### src/rtl/hazard_forward_unit.sv
// hazard_forward_unit: load-use stall, branch flush and ID-operand forwarding for a 5-stage RV32I pipeline.
// Define HAZARD_STATS_EN to add saturating stall_cnt/flush_cnt statistics counters.
module hazard_forward_unit #(
    parameter int REG_AW = 5
`ifdef HAZARD_STATS_EN
    , parameter int CNT_W = 32
`endif
) (
    input  logic              clk,
    input  logic              rst,
    input  logic              rs1use,
    input  logic              rs2use,
    input  logic [1:0]        hazard_optype_ID,
    input  logic [REG_AW-1:0] rd_ID,
    input  logic [REG_AW-1:0] rs1_ID,
    input  logic [REG_AW-1:0] rs2_ID,
    input  logic              Branch_ID,
    output logic              PC_EN_IF,
    output logic              reg_FD_EN,
    output logic              reg_FD_flush,
    output logic              reg_DE_flush,
    output logic [1:0]        forward_ctrl_A,
    output logic [1:0]        forward_ctrl_B,
    output logic              forward_ctrl_ls
`ifdef HAZARD_STATS_EN
    , output logic [CNT_W-1:0] stall_cnt,
    output logic [CNT_W-1:0]   flush_cnt
`endif
);
    localparam logic [1:0] OP_ALU = 2'b01, OP_LOAD = 2'b10, OP_STORE = 2'b11;

    logic [1:0]        ex_optype_q, ex_optype_d, mem_optype_q, mem_optype_d;
    logic [REG_AW-1:0] ex_rd_q, ex_rd_d, mem_rd_q, mem_rd_d;
    logic              ls_ex_q, ls_ex_d, fwd_ls_q, fwd_ls_d;
    logic              ex_alu, ex_load, mem_alu, mem_load;
    logic              ld_hit1, ld_hit2, exempt, stall;

    // An EX load hit selects 00: the consumer is either stalled or a store covered by forward_ctrl_ls.
    function automatic logic [1:0] fwd_sel(input logic use_r, input logic [REG_AW-1:0] rs,
                                           input logic [REG_AW-1:0] erd, input logic [REG_AW-1:0] mrd,
                                           input logic e_alu, input logic e_ld,
                                           input logic m_alu, input logic m_ld);
        return !use_r                ? 2'b00 :
               (e_ld && rs == erd)   ? 2'b00 :
               (e_alu && rs == erd)  ? 2'b01 :
               (m_alu && rs == mrd)  ? 2'b10 :
               (m_ld && rs == mrd)   ? 2'b11 : 2'b00;
    endfunction

    always_comb begin
        ex_alu          = ex_optype_q == OP_ALU && ex_rd_q != '0;
        ex_load         = ex_optype_q == OP_LOAD && ex_rd_q != '0;
        mem_alu         = mem_optype_q == OP_ALU && mem_rd_q != '0;
        mem_load        = mem_optype_q == OP_LOAD && mem_rd_q != '0;
        ld_hit1         = rs1use && ex_load && rs1_ID == ex_rd_q;
        ld_hit2         = rs2use && ex_load && rs2_ID == ex_rd_q;
        exempt          = hazard_optype_ID == OP_STORE && ld_hit2 && !ld_hit1;
        stall           = !rst && (ld_hit1 || ld_hit2) && !exempt;
        PC_EN_IF        = !stall;
        reg_FD_EN       = !stall;
        reg_DE_flush    = stall;
        reg_FD_flush    = !rst && Branch_ID && !stall;
        forward_ctrl_A  = rst ? 2'b00 : fwd_sel(rs1use, rs1_ID, ex_rd_q, mem_rd_q, ex_alu, ex_load, mem_alu, mem_load);
        forward_ctrl_B  = rst ? 2'b00 : fwd_sel(rs2use, rs2_ID, ex_rd_q, mem_rd_q, ex_alu, ex_load, mem_alu, mem_load);
        forward_ctrl_ls = !rst && fwd_ls_q;
        mem_optype_d    = ex_optype_q;
        mem_rd_d        = ex_rd_q;
        ex_optype_d     = stall ? 2'b00 : hazard_optype_ID;
        ex_rd_d         = stall ? '0 : rd_ID;
        ls_ex_d         = !stall && exempt;
        fwd_ls_d        = ls_ex_q;
    end

    always_ff @(posedge clk) begin
        if (rst) begin
            ex_optype_q  <= '0;
            ex_rd_q      <= '0;
            mem_optype_q <= '0;
            mem_rd_q     <= '0;
            ls_ex_q      <= 1'b0;
            fwd_ls_q     <= 1'b0;
        end else begin
            ex_optype_q  <= ex_optype_d;
            ex_rd_q      <= ex_rd_d;
            mem_optype_q <= mem_optype_d;
            mem_rd_q     <= mem_rd_d;
            ls_ex_q      <= ls_ex_d;
            fwd_ls_q     <= fwd_ls_d;
        end
    end

`ifdef HAZARD_STATS_EN
    logic [CNT_W-1:0] stall_cnt_q, stall_cnt_d, flush_cnt_q, flush_cnt_d;

    always_comb begin
        stall_cnt_d = (stall && !(&stall_cnt_q)) ? stall_cnt_q + 1'b1 : stall_cnt_q;
        flush_cnt_d = (reg_FD_flush && !(&flush_cnt_q)) ? flush_cnt_q + 1'b1 : flush_cnt_q;
    end

    always_ff @(posedge clk) begin
        if (rst) begin
            stall_cnt_q <= '0;
            flush_cnt_q <= '0;
        end else begin
            stall_cnt_q <= stall_cnt_d;
            flush_cnt_q <= flush_cnt_d;
        end
    end

    assign stall_cnt = stall_cnt_q;
    assign flush_cnt = flush_cnt_q;
`endif
endmodule
### config.mk
export PLATFORM = sky130hd
export DESIGN_NAME = hazard_forward_unit
export DESIGN_NICKNAME = d
export VERILOG_FILES = /design/src/rtl/hazard_forward_unit.sv
export SDC_FILE = /design/constraint.sdc
export NUM_CORES = 1
export LEC_CHECK = 0
export ABC_AREA = 0
export BUFFER_PORTS_ARGS = -buffer_cell sky130_fd_sc_hd__buf_2
export CAP_MARGIN = 20
export CORE_UTILIZATION = 49
export CTS_CLUSTER_DIAMETER = 120
export DETAILED_ROUTE_END_ITERATION = 10
export PLACE_DENSITY = 0.78
export SETUP_SLACK_MARGIN = 0.2
export SYNTH_ARGS = -nofsm -noshare
export SYNTH_HDL_FRONTEND = slang
export SYNTH_SLANG_ARGS = --single-unit
### constraint.sdc
create_clock -name clk -period 1.8 [get_ports clk]
set_input_delay 0.09 -clock clk [delete_from_list [all_inputs] [get_ports clk]]
set_output_delay 0.09 -clock clk [all_outputs]
set_load 0.01 [all_outputs]
After elaboration in Yosys (flattened, before gate mapping):

Index checks and enable logic that the tools add are counted.

* equality and inequality tests: 9
* mux-type cells: 12
* reduce and logical (&&, ||, !) cells: 32

Operator list (number)
* $logic_and 1x1->1: 24
* $mux 2: 12
* $eq 5x5->1: 4
* $reduce_bool 5->1: 2
* $eq 2x2->1 const B: 3
* $eq 2x1->1 const B: 2
* $logic_not 1->1: 4
* $reduce_or 2->1: 1
* $logic_or 1x1->1: 1

* register bits: 16
* input bits: 22
* output and inout port bits: 9
* word-level logic and storage cells: 59

Depth between registers and ports, before layout:

Gate-level depths: netlist of run 1.

* depth after elaboration: 10
* depth in mapped cells: 7
* gate-level depth less buffers: 5

Worst setup path after synthesis of run 1:

No wires, ideal clock.

* path type: register to output
* start point: reg ex_rd_q[1]
* end point: out reg_FD_EN
* arrival time: 1606 ps
* required time: 1710 ps
* path slack: 104 ps
* stages on the path, launching flop included: 8
* buffers on the path: 2
* cells stage by stage: dfxtp_1 > or4_1 > nor2_2 > or3_1 > o21ba_1 > buf_6 > nand2b_1 > buf_4

* word-level cells in the longest chain between the ends: 9
* elaborated cells on any way between the ends: 16
* classes of those cells: eq/ne: 2; reduce/logical: 14

Ends and longest elaborated chain
* start: declaration: RTL line 33 `logic [REG_AW-1:0] ex_rd_q, ex_rd_d, mem_rd_q, mem_rd_d;`
* start signal: assignment: RTL line 84 `ex_rd_q <= ex_rd_d;`
* $reduce_bool 5->1: RTL line 52 `ex_load = ex_optype_q == OP_LOAD && ex_rd_q != '0;`
* $logic_and 1x1->1: RTL line 52
* $logic_and 1x1->1, on equally long branches (2 in a row): RTL line 56, 55
* $logic_and 1x1->1 / $logic_not 1->1 (equally long branches): RTL line 57 `exempt = hazard_optype_ID == OP_STORE && ld_hit2 && !ld_hit1;`
* $logic_and 1x1->1: RTL line 57
* $logic_not 1->1: RTL line 58 `stall = !rst && (ld_hit1 || ld_hit2) && !exempt;`
* $logic_and 1x1->1 *: RTL line 58
* $logic_not 1->1 *
* end: declaration: RTL line 19 `output logic reg_FD_EN,`

Mark *: on every way between the ends. The rest lies on a longest branch, timed or not.

Worst setup path in the final report of run 1:

* start point: reg ex_rd_q[2]
* end point: out forward_ctrl_A[0]

* word-level cells in the longest chain between the ends: 7
* elaborated cells on any way between the ends: 10
* classes of those cells: eq/ne: 1; mux: 4; reduce/logical: 5

Ends and longest elaborated chain
* $reduce_bool 5->1: RTL line 51, 52
* $logic_and 1x1->1: RTL line 51 `ex_alu = ex_optype_q == OP_ALU && ex_rd_q != '0;`
* $logic_and 1x1->1: RTL line 45 `(e_alu && rs == erd) ? 2'b01 :`
* $mux 2: RTL line 45
* $mux 2 *: RTL line 44 `(e_ld && rs == erd) ? 2'b00 :`
* $mux 2 *: RTL line 43 `return !use_r ? 2'b00 :`
* $mux 2 *: RTL line 63 `forward_ctrl_A = rst ? 2'b00 : fwd_sel(rs1use, rs1_ID, ex_rd_q, mem_rd_q, ex_alu, ex_load, mem_alu, mem_load);`
* end: declaration: RTL line 22 `output logic [1:0] forward_ctrl_A,`

Marked as above.

==> results.cfg, run 1 <==
[run_status]
status = complete, but fails checks
violations = negative setup slack

[placed_design]
dpl.cell_count = 158
place_area_um2 = 1146
portBuffers = 30
hpwl_mm = 1.599
globalplace.congestion = 0.7797

[flow_run]
drv_cap = 0

[finish]
antenna_cells = 0
layout.nets = 165
fin_area_um2 = 1329
fin_util_pct = 74.53
num-fill-cells = 139
layout-drive-gt1-share_pct = 47.18
final_cells = 167
area_growth_pct = 39.37

[worst_setup_path]
r2r_end = ex_rd_q[2]
r2r_setup_slack_ns = -0.10
startpoint_type = flip-flop
crit_required_ns = 1.71
cp-end-kind = primary output
arrival_ns = 2.04
path_max_fanout = 3
rr_worst_depth = 8
r2r_start = ex_rd_q[2]
path_class = flip-flop to primary output

[yosys]
yosysWarningCount = 0
postSynthAreaPerCell_um2 = 9.080
synth_most_common_cell = dfxtp_1
synth.area.top_cells = dfxtp_1 (34%), xnor2_1 (11%), nor3b_2 (10%)
synth_edf_count = 0
synthDominantAreaCellType = dfxtp_1
ys_seq_elements = 16
ys_seq_area_share_pct = 33.60
syn_inst = 105
ys_top_cells_by_count = dfxtp_1 (16), xnor2_1 (12), xor2_1 (9)
async_flop_share_pct = 0
netlist_area_um2 = 953.4
synth.top_cell.area_share_pct = 33.60
syn_nets = 127
synth_cell_type_count = 26
synth_flop_cell = dfxtp_1

[route]
vias = 869
postRouteAntennaNets = 0
drcViolationCount = 0
wirelength_mm = 2.355
wire_per_inst_um = 14.10
via_per_inst = 5.204
drtPass1Iterations = 4
first_iter_violations = 22

[grt]
grt_max_degree = 22
grt_antenna_before_repair = 0
grt_first_pass_wirelength_mm = 3.450
grt_overflow = 0
grt_pass1_vias = 809
grt.total_usage_pct = 23.31

[clocking]
root_buffer = clkbuf_4
clkSlewWorstSetupHoldPaths_ns = 0.09
cts_max_path_buffers = 2
cts_made_buffers = 3
clock-sinks = 16
htreeDepth = 1
cts_tree = yes
clkLatencyLatePin_ns = 0.28
holdBufCountCts = 0

[sta]
fmax_mhz = 470.1
period_share_pct = 118.2
finalHoldViolCount = 0
fin_skew_ns = 0.001225
setup_viol = 15
report.final.slew_viol_count = 0
period_minus_slack_ns = 2.127
rsz0062_at_grt = yes
worst_slew_pin_slew_ns = 0.4625
worst_slack_ns = -0.3271
slew_headroom_pct = 68.88

[floorplan]
coreArea_um2 = 1783
start_util_pct = 53.47
fp.dieH_um = 46.11
dieArea_um2 = 2126
io_pins = 31
chipWidth_um = 46.11
fp-row-count = 15

[pwr]
p_total_uw = 795.1
ir_drop_v = 0.0004495
p_leak_uw = 0.0005615
power.density_nw_per_um2 = 598.4

[worst_hold_path]
hp-class = primary input to flip-flop
hold_end = fwd_ls_d
worstHoldStart = rs1use
holdPathStages = 2
layer usage:
metal / global-route usage [%] / vias up / part of all wire (%)
li1: - / 433 / -
met1: 29.85 / 391 / 42
met2: 40.00 / 37 / 50
met3: 2.353 / 8 / 5.4
met4: 8.824 / 0 / 3.3
met5: 0 / - / 0
registers in the layout, summed over array words and instances (netlist names):
signal        cells
ex_rd_q           5
mem_rd_q          5
ex_optype_q       2
mem_optype_q      2
fwd_ls_d          1
fwd_ls_q          1
power by group:
group          switching [µW]  total, µW  internal [µW]
Sequential               15.8        386            370
Clock                     115        238            123
Combinational            90.1        172           81.8
kinds of logic (layout without fill, tap and decap cells):
group	after synthesis	count (layout)	synth area share, %
compound gates	10	10	7.743
buf+inv	7	44	3.937
flops	16	16	33.60
mux	2	2	2.362
xor+xnor	21	21	19.29
simple gates	49	49	33.07
worst max-delay path by stage:
stage / startpoint / end / slack [ns] / depth (start not counted)
final: ex_rd_q[2] / forward_ctrl_A[0] / -0.33 / 7
after global routing: ex_rd_q[2] / forward_ctrl_A[0] / -0.36 / 7
after CTS: ex_rd_q[1] / forward_ctrl_B[0] / -0.28 / 6
after detailed placement: ex_rd_q[2] / forward_ctrl_A[1] / 0.03 / 5
after global placement: ex_rd_q[1] / reg_FD_flush / 0.05 / 6
after floorplan: ex_rd_q[1] / forward_ctrl_B[1] / 0.12 / 4
through the flow:
| step | setup slack (ns) | TNS (ns) | hold WS (ns) |
|---|---|---|---|
| after floorplan | 0.1210 | 0 | 0.1771 |
| after global placement | 0.05044 | 0 | 0.3230 |
| after detailed placement | 0.02641 | 0 | 0.3178 |
| after CTS | -0.2764 | -1.800 | 0.006151 |
| after global routing | -0.3626 | -3.358 | 0.03597 |
| final | -0.3271 | -2.392 | 0.03380 |
placed cells by master, fill, tap and decap left out:
master      n
xor2_1      9
nand2b_4    1
nor3b_2     7
nor4_1      2
a2111oi_1   1
a22o_1      1
buf_2      28
o21ba_4     1
buf_4       2
a2111oi_2   1
xnor2_1    10
nor3b_4     1
inv_1       2
clkinv_1    1
dfxtp_2     3
or4_4       1
buf_6       7
nor3_2      1
nor2_1      7
a21o_1      2
nand4_1     2
nor3_4      2
or3_1       1
nor2_4      1
a21oi_2     2
clkbuf_8    1
dfxtp_1    13
clkbuf_4    3
a21oi_1     2
xnor2_2     2
nand3_2     1
mux2_4      2
nand2_1     6
nand3_1     4
nand2b_1    4
nor2b_1     8
worst max-delay path, stage by stage (launching register included):
cell and delay (ns):
dfxtp_2 0.33, buf_4 0.15, xnor2_2 0.25, nand3_2 0.15, nor3_4 0.27, mux2_4 0.33, a21oi_2 0.12, buf_2 0.14
repair_timing:
item | 4_1_cts | 5_1_grt
buffers inserted | 4 | 1
resized for setup | 17 | 7
pin swaps | 4 | 8
endpoints found under the setup margin | 15 | 15
cell type report:
type / instances / area [µm²] / share of cell area, %
Timing Repair Buffer: 37 / 234.0 / 17.61
Tap cell: 25 / 31.28 / 2.354
Sequential cell: 16 / 324.1 / 24.39
Multi-Input combinational cell: 82 / 691.9 / 52.07
Clock buffer: 4 / 36.28 / 2.731
Inverter: 3 / 11.26 / 0.8475
Power figures use the tool's default switching activity.
==> run 2, diff against run 1 <==
- ABC_AREA: 0 -> 1
- CORE_UTILIZATION: 49 -> 50
==> results.cfg, run 2 <==
[run_status]
status = complete, no violations

[yosys]
syn_nets = 191
ys_top_cells_by_count = nor2_1 (40), nand2_1 (36), inv_1 (32)
async_flop_share_pct = 0
synth.top_cell.area_share_pct = 31.53
synth_edf_count = 0
postSynthAreaPerCell_um2 = 6.012
syn_inst = 169
netlist_area_um2 = 1016
synth_flop_cell = dfxtp_1
synthDominantAreaCellType = dfxtp_1
synth_cell_type_count = 20
ys_seq_elements = 16
synth.area.top_cells = dfxtp_1 (32%), nor2_1 (15%), nand2_1 (13%)
yosysWarningCount = 0
synth_most_common_cell = nor2_1
ys_seq_area_share_pct = 31.53

[clocking]
clock-sinks = 16
clkLatencyLatePin_ns = 0.28
cts_tree = yes
cts_made_buffers = 3
cts_max_path_buffers = 2
clkSlewWorstSetupHoldPaths_ns = 0.09
holdBufCountCts = 0
htreeDepth = 1
root_buffer = clkbuf_4

[finish]
multi_input_area_um2 = 654.4
layout-drive-gt1-share_pct = 36.14
num-fill-cells = 141
fin_area_um2 = 1378
top_regs = ex_rd_q x5, mem_rd_q x5
seq_area_um2 = 335.3
layout_commonest_cell = nor2_1
antenna_cells = 0
area_growth_pct = 35.59
layout.nets = 226
layout_common_cells = nor2_1 (37), inv_1 (30), nand2_1 (29)

[floorplan]
chipWidth_um = 47.08
dieArea_um2 = 2216
fp.dieH_um = 47.08
fp-row-count = 15
coreArea_um2 = 1821
start_util_pct = 55.81
io_pins = 31

[worst_setup_path]
r2r_end = ex_optype_q[0]
cpMostUsedCell = nand3_2
cpPeakStageDelay_ns = 0.35
rr_worst_depth = 7
startpoint_type = flip-flop
critPathSlowestCell = dfxtp_2
crit_required_ns = 1.71
crit_chain = xnor2_1, nand3_2, nor2_4, nand3_2, nand2_1, nand2_2, inv_2, buf_6
path_max_fanout = 4
r2r_setup_slack_ns = 0.43
arrival_ns = 1.56
r2r_start = ex_rd_q[4]
cp-end-kind = primary output
path_class = flip-flop to primary output

[sta]
slew_headroom_pct = 84.33
fin_skew_ns = 0.004716
fin_setup_tns_ns = 0
period_share_pct = 91.75
fmax_mhz = 605.5
finalHoldViolCount = 0
rsz0062_at_grt = yes
setup_viol = 0
worst_slew_pin_slew_ns = 0.2326
report.final.slew_viol_count = 0
period_minus_slack_ns = 1.652

[route]
drcViolationCount = 0
postRouteAntennaNets = 0
wl_met1_mm = 1.091
first_iter_violations = 33
route.met2.wl_mm = 1.223
wl_met3_um = 187
top_layer_used = met4
via_per_inst = 4.802
vias = 1090
drtPass1Iterations = 4
wire_per_inst_um = 11.39
wirelength_mm = 2.585

[placed_design]
globalplace.congestion = 0.8854
hpwl_mm = 1.869
place_area_um2 = 1186
portBuffers = 30

[worst_hold_path]
worstHoldStart = rd_ID[3]
hold_end = ex_rd_q[3]
holdPathStages = 3
hp-class = primary input to flip-flop

[grt]
grt_overflow = 0
grt_max_degree = 12
grt_antenna_before_repair = 0
grt_first_pass_wirelength_mm = 3.767
grt.total_usage_pct = 23.85
grt_pass1_vias = 899

[flow_run]
drv_cap = 0

[pwr]
seq_power_share_pct = 51.0
p_leak_uw = 0.0007190
power.density_nw_per_um2 = 550.1
ir_drop_v = 0.0003831
p_sw_share_pct = 31.48
clkPwrFrac_pct = 24.7
comb_power_share_pct = 24.4
internal_power_uw = 519.3
switchingPower_uw = 238.6
-- run 2: worst max-delay path by stage --
stage	to	cells past startpoint	slack, ns	start
2_1_floorplan	reg_FD_EN	8	0.58	ex_rd_q[3]
3_5_place_dp	reg_FD_flush	8	0.40	ex_rd_q[0]
3_3_place_gp	reg_FD_flush	8	0.43	ex_rd_q[0]
5_1_grt	reg_DE_flush	8	0.07	ex_rd_q[4]
4_1_cts	reg_DE_flush	9	0.20	ex_rd_q[0]
6_report	reg_DE_flush	8	0.15	ex_rd_q[4]
-- run 2: logic make-up after synthesis --
kind of cell / Yosys count / share of synthesized area [%]
AND/OR/NAND/NOR: 99 / 42.73
buffers and inverters: 40 / 15.15
XOR/XNOR: 10 / 8.620
flip-flops: 16 / 31.53
AO/OA/AOI/OAI: 4 / 1.971
-- run 2: repair_timing --
action / CTS / global route
setup endpoints to repair: 6 / 8
gates resized for setup: 9 / 34
buffers inserted: 1 / 1
pin swaps: 3 / 12
-- run 2: per-layer routing --
metal  global-route usage [%]  vias up
met1                    31.55      460
li1                         -      566
met2                    39.72       50
met5                        0        -
met3                    5.385       14
met4                    5.143        0
-- run 2: power groups by stage --
stage | Clock (µW) | Combinational [µW] | Sequential (µW)
after CTS | 190 | 152 | 383
after floorplan | 0 | 95.0 | 388
after global routing | 206 | 203 | 389
after global placement | 0 | 142 | 390
after detailed placement | 0 | 146 | 391
final | 187 | 185 | 386
-- run 2: layout make-up --
class	instances	area share (%)
Multi-Input combinational cell	113	47.50
Timing Repair Buffer	32	13.35
Inverter	38	10.90
Sequential cell	16	24.34
Tap cell	25	2.271
Clock buffer	3	1.635
-- run 2: metrics by stage --
step | instances | worst slack [ns] | utilization (%) | total power, µW | hold slack (ns)
6_report | 227 | 0.1485 | 75.67 | 757.9 | 0.003357
5_1_grt | 227 | 0.07107 | 75.67 | 798.5 | 0.002201
4_1_cts | 226 | 0.2004 | 68.25 | 725.2 | 0.003825
3_5_place_dp | 222 | 0.3981 | 65.15 | 536.9 | 0.3109
3_3_place_gp | 222 | 0.4282 | 65.15 | 531.8 | 0.3082
2_1_floorplan | 169 | 0.5790 | - | 482.8 | 0.2022
-- run 2: worst max-delay path: cells and delay by family (launching register included) --
kind / cells / cell delay [ns]
simple gates: 5 / 0.57
flops: 1 / 0.35
xor+xnor: 1 / 0.21
buf+inv: 2 / 0.15
